--- config.mk ---
export PLATFORM = sky130hd
export DESIGN_NAME = draw_player_sprite_flat
export DESIGN_NICKNAME = d
export VERILOG_FILES = /design/src/rtl/sprite_pkg.sv /design/src/rtl/vga_pkg.sv /design/src/rtl/vga_if.sv /design/src/rtl/hit_flash_ctrl.sv /design/src/rtl/draw_player_sprite.sv /design/src/flat_wrapper.sv
export SDC_FILE = /design/constraint.sdc
export NUM_CORES = 1
export LEC_CHECK = 0
export BUFFER_PORTS_ARGS = -buffer_cell sky130_fd_sc_hd__buf_2
export CORE_MARGIN = 2
export CORE_UTILIZATION = 58
export DETAILED_ROUTE_END_ITERATION = 16
export PLACE_DENSITY_LB_ADDON = 0.05
export SLEW_MARGIN = 20
export SYNTH_ARGS = -nofsm -noshare
export SYNTH_HDL_FRONTEND = slang
export SYNTH_SLANG_ARGS = --single-unit
--- constraint.sdc ---
create_clock -name clk -period 9.9 [get_ports clk]
set_input_delay 1.98 -clock clk [delete_from_list [all_inputs] [get_ports clk]]
set_output_delay 1.98 -clock clk [all_outputs]
set_load 0.05 [all_outputs]
--- src/rtl/sprite_pkg.sv ---
// Shared types and helpers for the player sprite: hit FSM states and red tint.
package sprite_pkg;
   typedef enum logic [1:0] {
      IDLE     = 2'd0,
      FLASH    = 2'd1,
      COOLDOWN = 2'd2
   } hit_state_e;

   localparam logic [3:0] TINT_ADD = 4'hA;

   // Red channel is saturated on its own so nothing spills into green.
   function automatic logic [11:0] tint_pixel(input logic [11:0] px);
      logic [4:0] sum;
      sum = {1'b0, px[11:8]} + {1'b0, TINT_ADD};
      return {(sum[4] ? 4'hF : sum[3:0]), px[7:0]};
   endfunction
endpackage

--- src/rtl/vga_pkg.sv ---
// VGA timing constants and field widths shared by the video pipeline.
// Geometry is 1024x768 active within a 1344x806 frame.
package vga_pkg;
   localparam int HCOUNT_W = 11;
   localparam int VCOUNT_W = 11;
   localparam int RGB_W    = 12;
   localparam int H_ACTIVE = 1024;
   localparam int H_TOTAL  = 1344;
   localparam int V_ACTIVE = 768;
   localparam int V_TOTAL  = 806;
endpackage

--- src/rtl/vga_if.sv ---
// VGA timing plus colour bundle; vga_in is the consumer view, vga_out the producer view.
interface vga_if;
   logic [vga_pkg::HCOUNT_W-1:0] hcount;
   logic [vga_pkg::VCOUNT_W-1:0] vcount;
   logic                         hsync;
   logic                         vsync;
   logic                         hblnk;
   logic                         vblnk;
   logic [vga_pkg::RGB_W-1:0]    rgb;

   modport vga_in  (input  hcount, vcount, hsync, vsync, hblnk, vblnk, rgb);
   modport vga_out (output hcount, vcount, hsync, vsync, hblnk, vblnk, rgb);
endinterface

--- src/rtl/hit_flash_ctrl.sv ---
// Hit response controller: edge-detects hit, flashes a blinking tint, then
// ignores hits for a cooldown window. Counts accepted hits, saturating at 255.
module hit_flash_ctrl
   import sprite_pkg::*;
#(
   parameter int unsigned FLASH_TICKS    = 32_500_000,
   parameter int unsigned BLINK_TICKS    = 4_062_500,
   parameter int unsigned COOLDOWN_TICKS = 6_500_000
) (
   input  logic       clk,
   input  logic       rst,
   input  logic       hit,
   output logic       flash_active,
   output logic       tint_on,
   output logic [7:0] hit_cnt
);
   hit_state_e  r_state, w_state_nxt;
   logic [31:0] r_cnt, w_cnt_nxt;
   logic [31:0] r_blink, w_blink_nxt;
   logic        r_tint, w_tint_nxt;
   logic [7:0]  r_hit_cnt, w_hit_cnt_nxt;
   logic        r_hit_d;
   logic        w_hit_edge;

   assign w_hit_edge = hit && !r_hit_d;

   // State and counter registers
   always_ff @(posedge clk or posedge rst) begin
      if (rst) begin
         r_state   <= IDLE;
         r_cnt     <= 32'd0;
         r_blink   <= 32'd0;
         r_tint    <= 1'b0;
         r_hit_cnt <= 8'd0;
         r_hit_d   <= 1'b0;
      end else begin
         r_state   <= w_state_nxt;
         r_cnt     <= w_cnt_nxt;
         r_blink   <= w_blink_nxt;
         r_tint    <= w_tint_nxt;
         r_hit_cnt <= w_hit_cnt_nxt;
         r_hit_d   <= hit;
      end
   end

   // Next-state logic
   always_comb begin
      w_state_nxt   = r_state;
      w_cnt_nxt     = r_cnt;
      w_blink_nxt   = r_blink;
      w_tint_nxt    = r_tint;
      w_hit_cnt_nxt = r_hit_cnt;
      case (r_state)
         IDLE: begin
            if (w_hit_edge) begin
               w_state_nxt = FLASH;
               w_cnt_nxt   = 32'd0;
               w_blink_nxt = 32'd0;
               w_tint_nxt  = 1'b1;
               if (r_hit_cnt != 8'hFF) begin
                  w_hit_cnt_nxt = r_hit_cnt + 8'd1;
               end else begin
                  w_hit_cnt_nxt = r_hit_cnt;
               end
            end else begin
               w_state_nxt = IDLE;
            end
         end
         FLASH: begin
            if (r_cnt == FLASH_TICKS - 32'd1) begin
               w_state_nxt = (COOLDOWN_TICKS == 32'd0) ? IDLE : COOLDOWN;
               w_cnt_nxt   = 32'd0;
               w_blink_nxt = 32'd0;
               w_tint_nxt  = 1'b0;
            end else begin
               w_cnt_nxt = r_cnt + 32'd1;
               if (r_blink == BLINK_TICKS - 32'd1) begin
                  w_blink_nxt = 32'd0;
                  w_tint_nxt  = !r_tint;
               end else begin
                  w_blink_nxt = r_blink + 32'd1;
               end
            end
         end
         COOLDOWN: begin
            if (r_cnt == COOLDOWN_TICKS - 32'd1) begin
               w_state_nxt = IDLE;
               w_cnt_nxt   = 32'd0;
            end else begin
               w_cnt_nxt = r_cnt + 32'd1;
            end
         end
         default: begin
            w_state_nxt = IDLE;
            w_cnt_nxt   = 32'd0;
            w_blink_nxt = 32'd0;
            w_tint_nxt  = 1'b0;
         end
      endcase
   end

   assign flash_active = (r_state == FLASH);
   assign tint_on      = r_tint;
   assign hit_cnt      = r_hit_cnt;
endmodule

--- src/rtl/draw_player_sprite.sv ---
// Overlays an animated, mirrorable player sprite on the VGA stream with a
// two-stage pipeline; a hit makes the sprite flash red for a while.
module draw_player_sprite
   import sprite_pkg::*;
#(
   parameter int unsigned POS_X          = 880,
   parameter int unsigned POS_Y          = 430,
   parameter int unsigned SPR_W          = 140,
   parameter int unsigned SPR_H          = 151,
   parameter int unsigned FRAMES         = 2,
   parameter int unsigned ADDR_W         = 16,
   parameter logic [11:0] TRANSP_KEY     = 12'h0F0,
   parameter int unsigned FLASH_TICKS    = 32_500_000,
   parameter int unsigned BLINK_TICKS    = 4_062_500,
   parameter int unsigned COOLDOWN_TICKS = 6_500_000,
   localparam int unsigned FS_W          = (FRAMES > 1) ? $clog2(FRAMES) : 1
) (
   input  logic              clk,
   input  logic              rst,
   input  logic              hit,
   input  logic [FS_W-1:0]   frame_sel,
   input  logic              mirror,
   input  logic [11:0]       rgb_pixel,
   output logic [ADDR_W-1:0] rom_addr,
   output logic              flash_active,
   output logic [7:0]        hit_cnt,
   vga_if.vga_in             vga_in,
   vga_if.vga_out            vga_out
);
   logic [10:0]     r_s1_hcount, r_s1_vcount, r_s2_hcount, r_s2_vcount;
   logic            r_s1_hsync, r_s1_vsync, r_s1_hblnk, r_s1_vblnk;
   logic            r_s2_hsync, r_s2_vsync, r_s2_hblnk, r_s2_vblnk;
   logic [11:0]     r_s1_rgb, r_s2_rgb;
   logic            r_s2_inside;
   logic [FS_W-1:0] r_frame;
   logic            r_mirror;
   logic [31:0]     w_rel_x, w_rel_y, w_col, w_addr_full;
   logic            w_inside, w_tint_on;
   logic [11:0]     w_rgb_out;

   // Stage 1, plus frame/mirror latched at vblank rise so a frame never tears
   always_ff @(posedge clk or posedge rst) begin
      if (rst) begin
         r_s1_hcount <= 11'd0;
         r_s1_vcount <= 11'd0;
         r_s1_hsync  <= 1'b0;
         r_s1_vsync  <= 1'b0;
         r_s1_hblnk  <= 1'b0;
         r_s1_vblnk  <= 1'b0;
         r_s1_rgb    <= 12'h000;
         r_frame     <= '0;
         r_mirror    <= 1'b0;
      end else begin
         r_s1_hcount <= vga_in.hcount;
         r_s1_vcount <= vga_in.vcount;
         r_s1_hsync  <= vga_in.hsync;
         r_s1_vsync  <= vga_in.vsync;
         r_s1_hblnk  <= vga_in.hblnk;
         r_s1_vblnk  <= vga_in.vblnk;
         r_s1_rgb    <= vga_in.rgb;
         if (vga_in.vblnk && !r_s1_vblnk) begin
            r_frame  <= (32'(frame_sel) < FRAMES) ? frame_sel : '0;
            r_mirror <= mirror;
         end
      end
   end

   // Sprite hit test and ROM address, all arithmetic kept at 32 bits
   always_comb begin
      w_rel_x     = 32'(r_s1_hcount) - POS_X;
      w_rel_y     = 32'(r_s1_vcount) - POS_Y;
      w_col       = r_mirror ? (SPR_W - 32'd1 - w_rel_x) : w_rel_x;
      w_addr_full = 32'(r_frame) * SPR_W * SPR_H + w_rel_y * SPR_W + w_col;
      w_inside    = (32'(r_s1_hcount) >= POS_X) && (32'(r_s1_hcount) < POS_X + SPR_W) &&
                    (32'(r_s1_vcount) >= POS_Y) && (32'(r_s1_vcount) < POS_Y + SPR_H) &&
                    !r_s1_hblnk && !r_s1_vblnk;
   end

   assign rom_addr = (w_inside && !rst) ? ADDR_W'(w_addr_full) : '0;

   // Stage 2, aligned with the ROM read data
   always_ff @(posedge clk or posedge rst) begin
      if (rst) begin
         r_s2_hcount <= 11'd0;
         r_s2_vcount <= 11'd0;
         r_s2_hsync  <= 1'b0;
         r_s2_vsync  <= 1'b0;
         r_s2_hblnk  <= 1'b0;
         r_s2_vblnk  <= 1'b0;
         r_s2_rgb    <= 12'h000;
         r_s2_inside <= 1'b0;
      end else begin
         r_s2_hcount <= r_s1_hcount;
         r_s2_vcount <= r_s1_vcount;
         r_s2_hsync  <= r_s1_hsync;
         r_s2_vsync  <= r_s1_vsync;
         r_s2_hblnk  <= r_s1_hblnk;
         r_s2_vblnk  <= r_s1_vblnk;
         r_s2_rgb    <= r_s1_rgb;
         r_s2_inside <= w_inside;
      end
   end

   // Pixel select: background, sprite, or tinted sprite
   always_comb begin
      w_rgb_out = r_s2_rgb;
      if (r_s2_inside && (rgb_pixel != TRANSP_KEY)) begin
         if (w_tint_on) begin
            w_rgb_out = tint_pixel(rgb_pixel);
         end else begin
            w_rgb_out = rgb_pixel;
         end
      end else begin
         w_rgb_out = r_s2_rgb;
      end
   end

   assign vga_out.hcount = r_s2_hcount;
   assign vga_out.vcount = r_s2_vcount;
   assign vga_out.hsync  = r_s2_hsync;
   assign vga_out.vsync  = r_s2_vsync;
   assign vga_out.hblnk  = r_s2_hblnk;
   assign vga_out.vblnk  = r_s2_vblnk;
   assign vga_out.rgb    = w_rgb_out;

   hit_flash_ctrl #(
      .FLASH_TICKS    (FLASH_TICKS),
      .BLINK_TICKS    (BLINK_TICKS),
      .COOLDOWN_TICKS (COOLDOWN_TICKS)
   ) u_hit_flash_ctrl (
      .clk          (clk),
      .rst          (rst),
      .hit          (hit),
      .flash_active (flash_active),
      .tint_on      (w_tint_on),
      .hit_cnt      (hit_cnt)
   );
endmodule

--- src/flat_wrapper.sv ---
// flat-port wrapper written by rule: the top's interface ports become plain ports
module draw_player_sprite_flat import sprite_pkg::*;
#(
   parameter int unsigned POS_X          = 880,
   parameter int unsigned POS_Y          = 430,
   parameter int unsigned SPR_W          = 140,
   parameter int unsigned SPR_H          = 151,
   parameter int unsigned FRAMES         = 2,
   parameter int unsigned ADDR_W         = 16,
   parameter logic [11:0] TRANSP_KEY     = 12'h0F0,
   parameter int unsigned FLASH_TICKS    = 32_500_000,
   parameter int unsigned BLINK_TICKS    = 4_062_500,
   parameter int unsigned COOLDOWN_TICKS = 6_500_000,
   localparam int unsigned FS_W          = (FRAMES > 1) ? $clog2(FRAMES) : 1
)
  (clk, rst, hit, frame_sel, mirror, rgb_pixel, rom_addr, flash_active, hit_cnt, vga_in_hcount, vga_in_vcount, vga_in_hsync, vga_in_vsync, vga_in_hblnk, vga_in_vblnk, vga_in_rgb, vga_out_hcount, vga_out_vcount, vga_out_hsync, vga_out_vsync, vga_out_hblnk, vga_out_vblnk, vga_out_rgb);
  vga_if vga_in_i ();
  vga_if vga_out_i ();
  input  logic clk;
  input  logic rst;
  input  logic hit;
  input  logic [FS_W-1:0] frame_sel;
  input  logic mirror;
  input  logic [11:0] rgb_pixel;
  output logic [ADDR_W-1:0] rom_addr;
  output logic flash_active;
  output logic [7:0] hit_cnt;
  input wire logic [$bits(vga_in_i.hcount)-1:0] vga_in_hcount;
  input wire logic [$bits(vga_in_i.vcount)-1:0] vga_in_vcount;
  input wire logic [$bits(vga_in_i.hsync)-1:0] vga_in_hsync;
  input wire logic [$bits(vga_in_i.vsync)-1:0] vga_in_vsync;
  input wire logic [$bits(vga_in_i.hblnk)-1:0] vga_in_hblnk;
  input wire logic [$bits(vga_in_i.vblnk)-1:0] vga_in_vblnk;
  input wire logic [$bits(vga_in_i.rgb)-1:0] vga_in_rgb;
  output wire logic [$bits(vga_out_i.hcount)-1:0] vga_out_hcount;
  output wire logic [$bits(vga_out_i.vcount)-1:0] vga_out_vcount;
  output wire logic [$bits(vga_out_i.hsync)-1:0] vga_out_hsync;
  output wire logic [$bits(vga_out_i.vsync)-1:0] vga_out_vsync;
  output wire logic [$bits(vga_out_i.hblnk)-1:0] vga_out_hblnk;
  output wire logic [$bits(vga_out_i.vblnk)-1:0] vga_out_vblnk;
  output wire logic [$bits(vga_out_i.rgb)-1:0] vga_out_rgb;
  assign vga_in_i.hcount = vga_in_hcount;
  assign vga_in_i.vcount = vga_in_vcount;
  assign vga_in_i.hsync = vga_in_hsync;
  assign vga_in_i.vsync = vga_in_vsync;
  assign vga_in_i.hblnk = vga_in_hblnk;
  assign vga_in_i.vblnk = vga_in_vblnk;
  assign vga_in_i.rgb = vga_in_rgb;
  assign vga_out_hcount = vga_out_i.hcount;
  assign vga_out_vcount = vga_out_i.vcount;
  assign vga_out_hsync = vga_out_i.hsync;
  assign vga_out_vsync = vga_out_i.vsync;
  assign vga_out_hblnk = vga_out_i.hblnk;
  assign vga_out_vblnk = vga_out_i.vblnk;
  assign vga_out_rgb = vga_out_i.rgb;
  draw_player_sprite #(.POS_X(POS_X), .POS_Y(POS_Y), .SPR_W(SPR_W), .SPR_H(SPR_H), .FRAMES(FRAMES), .ADDR_W(ADDR_W), .TRANSP_KEY(TRANSP_KEY), .FLASH_TICKS(FLASH_TICKS), .BLINK_TICKS(BLINK_TICKS), .COOLDOWN_TICKS(COOLDOWN_TICKS)) u_core (.clk(clk), .rst(rst), .hit(hit), .frame_sel(frame_sel), .mirror(mirror), .rgb_pixel(rgb_pixel), .rom_addr(rom_addr), .flash_active(flash_active), .hit_cnt(hit_cnt), .vga_in(vga_in_i), .vga_out(vga_out_i));
endmodule
==> results of run 1 <==
critical path: cells and delay by family, from the launching register on:
kind / cells / cell delay [ps]
buf+inv: 5 / 470
simple gates: 3 / 250
fa+ha+maj: 7 / 2550
flops: 1 / 480
compound gates: 6 / 1360
xor+xnor: 3 / 770
per-stage QoR:
step / hold WS, ps / worst slack (ps)
after floorplan: 331.2 / 861.6
after global placement: 332.2 / 2181
after detailed placement: 334.7 / 2035
after CTS: 349.2 / 1559
after global routing: 355.4 / 1099
final: 344.4 / 1626
power by group:
group / switching [W] / leakage (nW) / total (W) / internal (W)
logic: 0.000464 / 2.69 / 0.000855 / 0.000391
clock network: 0.000284 / 0.306 / 0.000698 / 0.000415
registers: 0.0000360 / 1.94 / 0.000699 / 0.000663
cell families (layout without fill, tap and decap cells):
| logic type | after synthesis | in the layout | share of synthesized area, % |
|---|---|---|---|
| AND/OR/NAND/NOR | 326 | 326 | 18.61 |
| buffers and inverters | 90 | 221 | 4.109 |
| multiplexers | 10 | 10 | 1.237 |
| flip-flops | 155 | 155 | 44.08 |
| AO/OA/AOI/OAI | 141 | 141 | 10.28 |
| other | 0 | 2 | 0 |
| XOR/XNOR | 89 | 89 | 9.171 |
| adder cells (fa/ha/maj) | 79 | 79 | 12.51 |
final timing paths:
kind,from,end,slack [ps]
setup / recovery,u_core.r_s1_vcount[1],rom_addr[15],1630
hold / removal,u_core.r_s1_rgb[0],u_core.r_s2_rgb[0],340
setup reg to reg,u_core.u_hit_flash_ctrl.r_state[0],u_core.u_hit_flash_ctrl.r_blink[27],7270
hold reg to reg,u_core.r_s1_rgb[0],u_core.r_s2_rgb[0],340
max in group asynchronous,rst,u_core.u_hit_flash_ctrl.r_blink[3],6800
min in group asynchronous,rst,u_core.vga_out.hcount[6],1690
per-layer routing:
| metal | share of wire (%) | wire length (µm) | vias up |
|---|---|---|---|
| met5 | 0.13 | 24 | - |
| met4 | 1.1 | 216 | 4 |
| met3 | 6.5 | 1229 | 25 |
| met2 | 44 | 8344 | 162 |
| met1 | 48 | 9105 | 3136 |
| li1 | - | - | 3293 |
layout by cell type, fill, tap and decap left out, types with 8 or more instances in the layout:
cell type  synthesis  final
dfrtp_1          155    155
buf_2              5    117
nor2_1            99     99
nand2_1           72     72
inv_1             70     69
ha_1              64     64
o21ai_0           50     50
xnor2_1           49     49
xor2_1            38     38
nand3_1           33     33
a21oi_1           28     28
nand4_1           18     18
clkbuf_16          0     17
and3_1            15     15
fa_1              15     15
nor2b_1           13     13
nor3_1            13     13
nand2b_1          10     10
nor4_1             8      8
o31ai_1            8      8
layout make-up:
cell class,instances,area [µm²]
fillers,1194,4853
multi-input cells,645,4559
flip-flops and latches,155,3879
repair buffers,119,600.6
clock buffers,18,439.2
inverters,70,267.8
well taps,188,235.2
clock inverters,14,193.9
diodes,2,5.005
state kept, by name (all words and copies together), names as in the netlist, 2 cells and up:
signal                           count
u_core.r_s1_vcount                  11
u_core.r_s1_rgb                     12
u_core.u_hit_flash_ctrl.r_blink     32
u_core.u_hit_flash_ctrl.r_cnt       32
u_core.u_hit_flash_ctrl.hit_cnt      8
u_core.r_s2_rgb                     12
u_core.r_s1_hcount                  11
u_core.vga_out.vcount               11
u_core.u_hit_flash_ctrl.r_state      2
u_core.vga_out.hcount               11
==> flow_summary.toml, run 1 <==
[global_routing]
grt_util_met3_pct = 7.370
grt_max_degree = 86
grt_use_total_pct = 24.17
gr-usage-met1_pct = 34.00
grt_pass1_vias = 6296
use_met2_pct = 37.54
antenna_found_initial = 4
grt_overflow = 0
top_usage_layer = "met2"
grt_pass1_wl_um = 30950

[worst_setup_path]
crit_path_top_delay_cell = "fa_1"
cp.arrival_ps = 6290
crit_required_ps = 7920
cpPeakStageDelay_ps = 530
crit_chain = "ha_1, a21oi_1, inv_1, a21oi_1, nor2_1, xnor2_1, ha_1, ha_1, inv_1, fa_1, inv_1, ha_1, nand2_1, o21ai_0, xnor2_1, fa_1, inv_1, ha_1, a21oi_1, o211ai_1, a31oi_1, xnor3_1, nor2_1, buf_2"
startpoint_type = "flip-flop"
crit_path_end_kind = "primary output"
r2r_cells = 7
cp_max_fo = 9
worst_path_most_repeated_cell = "ha_1"
critical_path_class = "flip-flop to primary output"

[logic_synthesis]
synth-main-ff-cell = "dfrtp_1"
synth.area.top_cells = "dfrtp_1, ha_1, xnor2_1"
synth_most_common_cell = "dfrtp_1"
synthDominantCellAreaShare_pct = 44.08
seq_area_frac_synth_pct = 44.08
syn-cell-area_mm2 = 0.008800
yosysUniqueCellTypes = 73
async_flop_share_pct = 100.0
synth_seq_cells = 155
synth_cells = 890
avgSynthCellArea_um2 = 9.887
synth_nets = 1024
synth_common_cells = "dfrtp_1, nor2_1, nand2_1, inv_1, ha_1"
yosysTopAreaCell = "dfrtp_1"
synth_edf_count = 0
yosysWarnings = 0

[sta]
worstMarginPinSlew_ps = 905.6
post-route-period-util_pct = 83.57
rsz0062_at_grt = "no"
fmax_mhz = 120.9
final_hold_viol_count = 0
setup_violations = 0
layout_min_cycle_time_ps = 8274
relSlewSlack_pct = 39.63
slew_viol_final = 0
skew_ps = 9.746
setup_tns_ps = 0

[floorplan]
initial_core_util_pct = 58.54
die_h_um = 127.2
die_area_mm2 = 0.01617
fp.dieW_um = 127.2
num_io_pins = 118
core_area_mm2 = 0.01503
rows = 45

[clock_tree]
cts_resized = 0
clkLatencyLatePin_ps = 420
clk_pin_slew_ps = 60
cts_hold_buf = 0
cts_tree = "built"
cts_buffer_depth = 2
htree_levels = 4
cts-root-buf = "clkbuf_16"
cts_buffers = 17
clock_sinks = 155
post-cts-setup-buffers = 0

[run]
max-cap-violations = 0

[placement]
portBuffers = 117
place_inst = 1177
dp.final_hpwl_um = 13790
finalWeightedCongestion = 0.8341
placed_area_mm2 = 0.009542

[detailed_routing]
first_pass_iters = 4
wl_per_cell_um = 15.62
antenna_left = 0
drt_wl_total_um = 18920
via_per_inst = 5.467
drc = 0
route.vias.total = 6620
drtIter0Drc = 358

[finish]
area_growth_pct = 15.68
stdcell_count = 1211
drive_gt1_share_pct = 18.02
nNetsFinal = 1142
design_area_mm2 = 0.01018
utilization_pct = 67.72

[power_and_ir_drop]
ir_drop_mv = 0.1538
total_power_w = 0.002252
leakagePower_nw = 4.944
power_density_mw_per_mm2 = 221.3

[min_path]
holdPathStages = 0
min_path_type = "flip-flop to flip-flop"

[run_status]
status = "complete, no violations"
Power figures use the tool's default switching activity.
==> inputs of run 2 (changes only) <==
- clock period: 9.9 -> 7.8 ns (I/O delays scaled with it)
==> flow_summary.toml, run 2 (synthesis results as in run 1) <==
[finish]
most-common-layout-cells = "dfrtp_1, buf_2, nor2_1, nand2_1, inv_1"
drive_gt1_share_pct = 19.28
top_regs = "u_core.u_hit_flash_ctrl.r_blink (32), u_core.u_hit_flash_ctrl.r_cnt (32)"
nNetsFinal = 1148
final_common_cell = "dfrtp_1"
fillCellCount = 1219
area_growth_pct = 16.04
antenna_cells = 0
multiInputGateArea_mm2 = 0.004587
stdcell_count = 1215
seq_area_mm2 = 0.003881

[run]
max-cap-violations = 0

[placement]
portBuffers = 117
place_inst = 1178
dp.final_hpwl_um = 13890
finalWeightedCongestion = 0.8440

[global_routing]
grt_max_degree = 66
grt_use_total_pct = 24.81
grt_pass1_vias = 6460
antenna_found_initial = 2
grt_pass1_wl_um = 31730
grt_overflow = 0

[min_path]
holdPathStages = 0
min_from = "u_core.r_s1_vsync"
min_path_type = "flip-flop to flip-flop"
whs_endpoint = "u_core.vga_out.vsync"

[sta]
fmax_mhz = 135.2
whs_ps = 339.9
skew_ps = 14.70
slew_viol_final = 0
layout_min_cycle_time_ps = 7396
relSlewSlack_pct = 46.42
final_hold_viol_count = 0
post-route-period-util_pct = 94.82
setup_violations = 0
worstMarginPinSlew_ps = 803.7

[floorplan]
die_h_um = 127.2
num_io_pins = 118
rows = 45
fp.dieW_um = 127.2
core_area_mm2 = 0.01503
die_area_mm2 = 0.01617
initial_core_util_pct = 58.54

[clock_tree]
cts-root-buf = "clkbuf_16"
clkLatencyLatePin_ps = 430
clk_pin_slew_ps = 70
cts_buffers = 17
htree_levels = 4
cts_tree = "built"
cts_hold_buf = 0
cts_buffer_depth = 2
clock_sinks = 155

[detailed_routing]
route.vias.total = 6744
drtIter0Drc = 413
wl_per_cell_um = 15.62
drc = 0
antenna_left = 0
via_per_inst = 5.551
first_pass_iters = 5
drt_wl_total_um = 18980

[power_and_ir_drop]
leakagePower_nw = 4.952
power_density_mw_per_mm2 = 274.5
switching_power_w = 0.0009971
sw_frac_of_total_pct = 35.58
clockPowerShare_pct = 29.3
seqPwrFrac_pct = 31.7
total_power_w = 0.002803
power.internal_w = 0.001805
ir_drop_mv = 0.1667
comb_power_share_pct = 39.0

[worst_setup_path]
reg2reg_slack_ps = 5150
r2r_cells = 7
critical_path_class = "flip-flop to primary output"
r2r-start = "u_core.u_hit_flash_ctrl.r_state[1]"
cp.arrival_ps = 5840
crit_required_ps = 6240
startpoint_type = "flip-flop"
r2r-end = "u_core.u_hit_flash_ctrl.r_blink[25]"
crit_path_end_kind = "primary output"
cp_max_fo = 8

[run_status]
status = "complete, no violations"
==> run 2: worst max path at each step <==
stage	start	to
after floorplan	u_core.r_s1_vcount[1]	rom_addr[15]
after global placement	u_core.r_s1_vcount[1]	rom_addr[15]
after detailed placement	u_core.r_s1_vcount[1]	rom_addr[15]
after CTS	u_core.r_s1_vcount[1]	rom_addr[15]
after global routing	u_core.r_s1_vcount[2]	rom_addr[15]
final	u_core.r_s1_vcount[2]	rom_addr[15]
==> run 2: power groups by stage <==
stage	sequential, W	combinational (W)	clock [W]
final	0.000888	0.00109	0.000822
after global placement	0.000901	0.00106	0
after floorplan	0.000909	0.000869	0
after CTS	0.000887	0.00109	0.000840
after detailed placement	0.000901	0.00108	0
after global routing	0.000893	0.00125	0.000878
==> run 2: cell type report <==
| cell class | instances | share of cell area, % |
|---|---|---|
| Clock buffer | 18 | 4.301 |
| Clock inverter | 14 | 1.470 |
| Inverter | 70 | 2.610 |
| Multi-Input combinational cell | 645 | 44.92 |
| Sequential cell | 155 | 38.01 |
| Tap cell | 188 | 2.304 |
| Timing Repair Buffer | 125 | 6.384 |
==> run 2: per-stage QoR <==
stage	setup WS [ps]	TNS [ps]	util (%)	cell area (µm²)
floorplan	473.6	0	-	8803
global placement	525.8	0	63.51	9548
detailed placement	421.2	0	63.51	9548
CTS	21.71	0	67.43	10140
global route	-22.51	-22.51	67.92	10210
finish	403.9	0	67.92	10210
==> run 2: metal layers <==
metal | track usage, % | part of all wire, % | up-vias
met3 | 5.905 | 5.8 | 29
li1 | - | - | 3305
met2 | 37.98 | 45 | 171
met5 | 0 | 0.069 | -
met1 | 35.29 | 47 | 3237
met4 | 8.145 | 1.6 | 2
==> run 2: critical path: stages (launching register included) <==
cell	delay [ps]
dfrtp_2	470
ha_2	220
a21oi_2	190
inv_1	70
a21oi_2	150
buf_4	140
xnor2_2	140
ha_1	270
ha_1	270
inv_1	50
fa_1	540
inv_1	50
ha_1	330
nand2_1	60
o21ai_1	220
mux2i_1	220
o2111ai_1	150
fa_1	490
ha_1	350
a21o_1	180
a31oi_1	130
xnor3_1	400
nor2_1	130
buf_6	180
==> run 2: what timing repair did <==
action / 4_1_cts / 5_1_grt
setup endpoints to repair: 1 / 4
resized for setup: 1 / 11
pin swaps: 0 / 5
setup buffers: 0 / 5
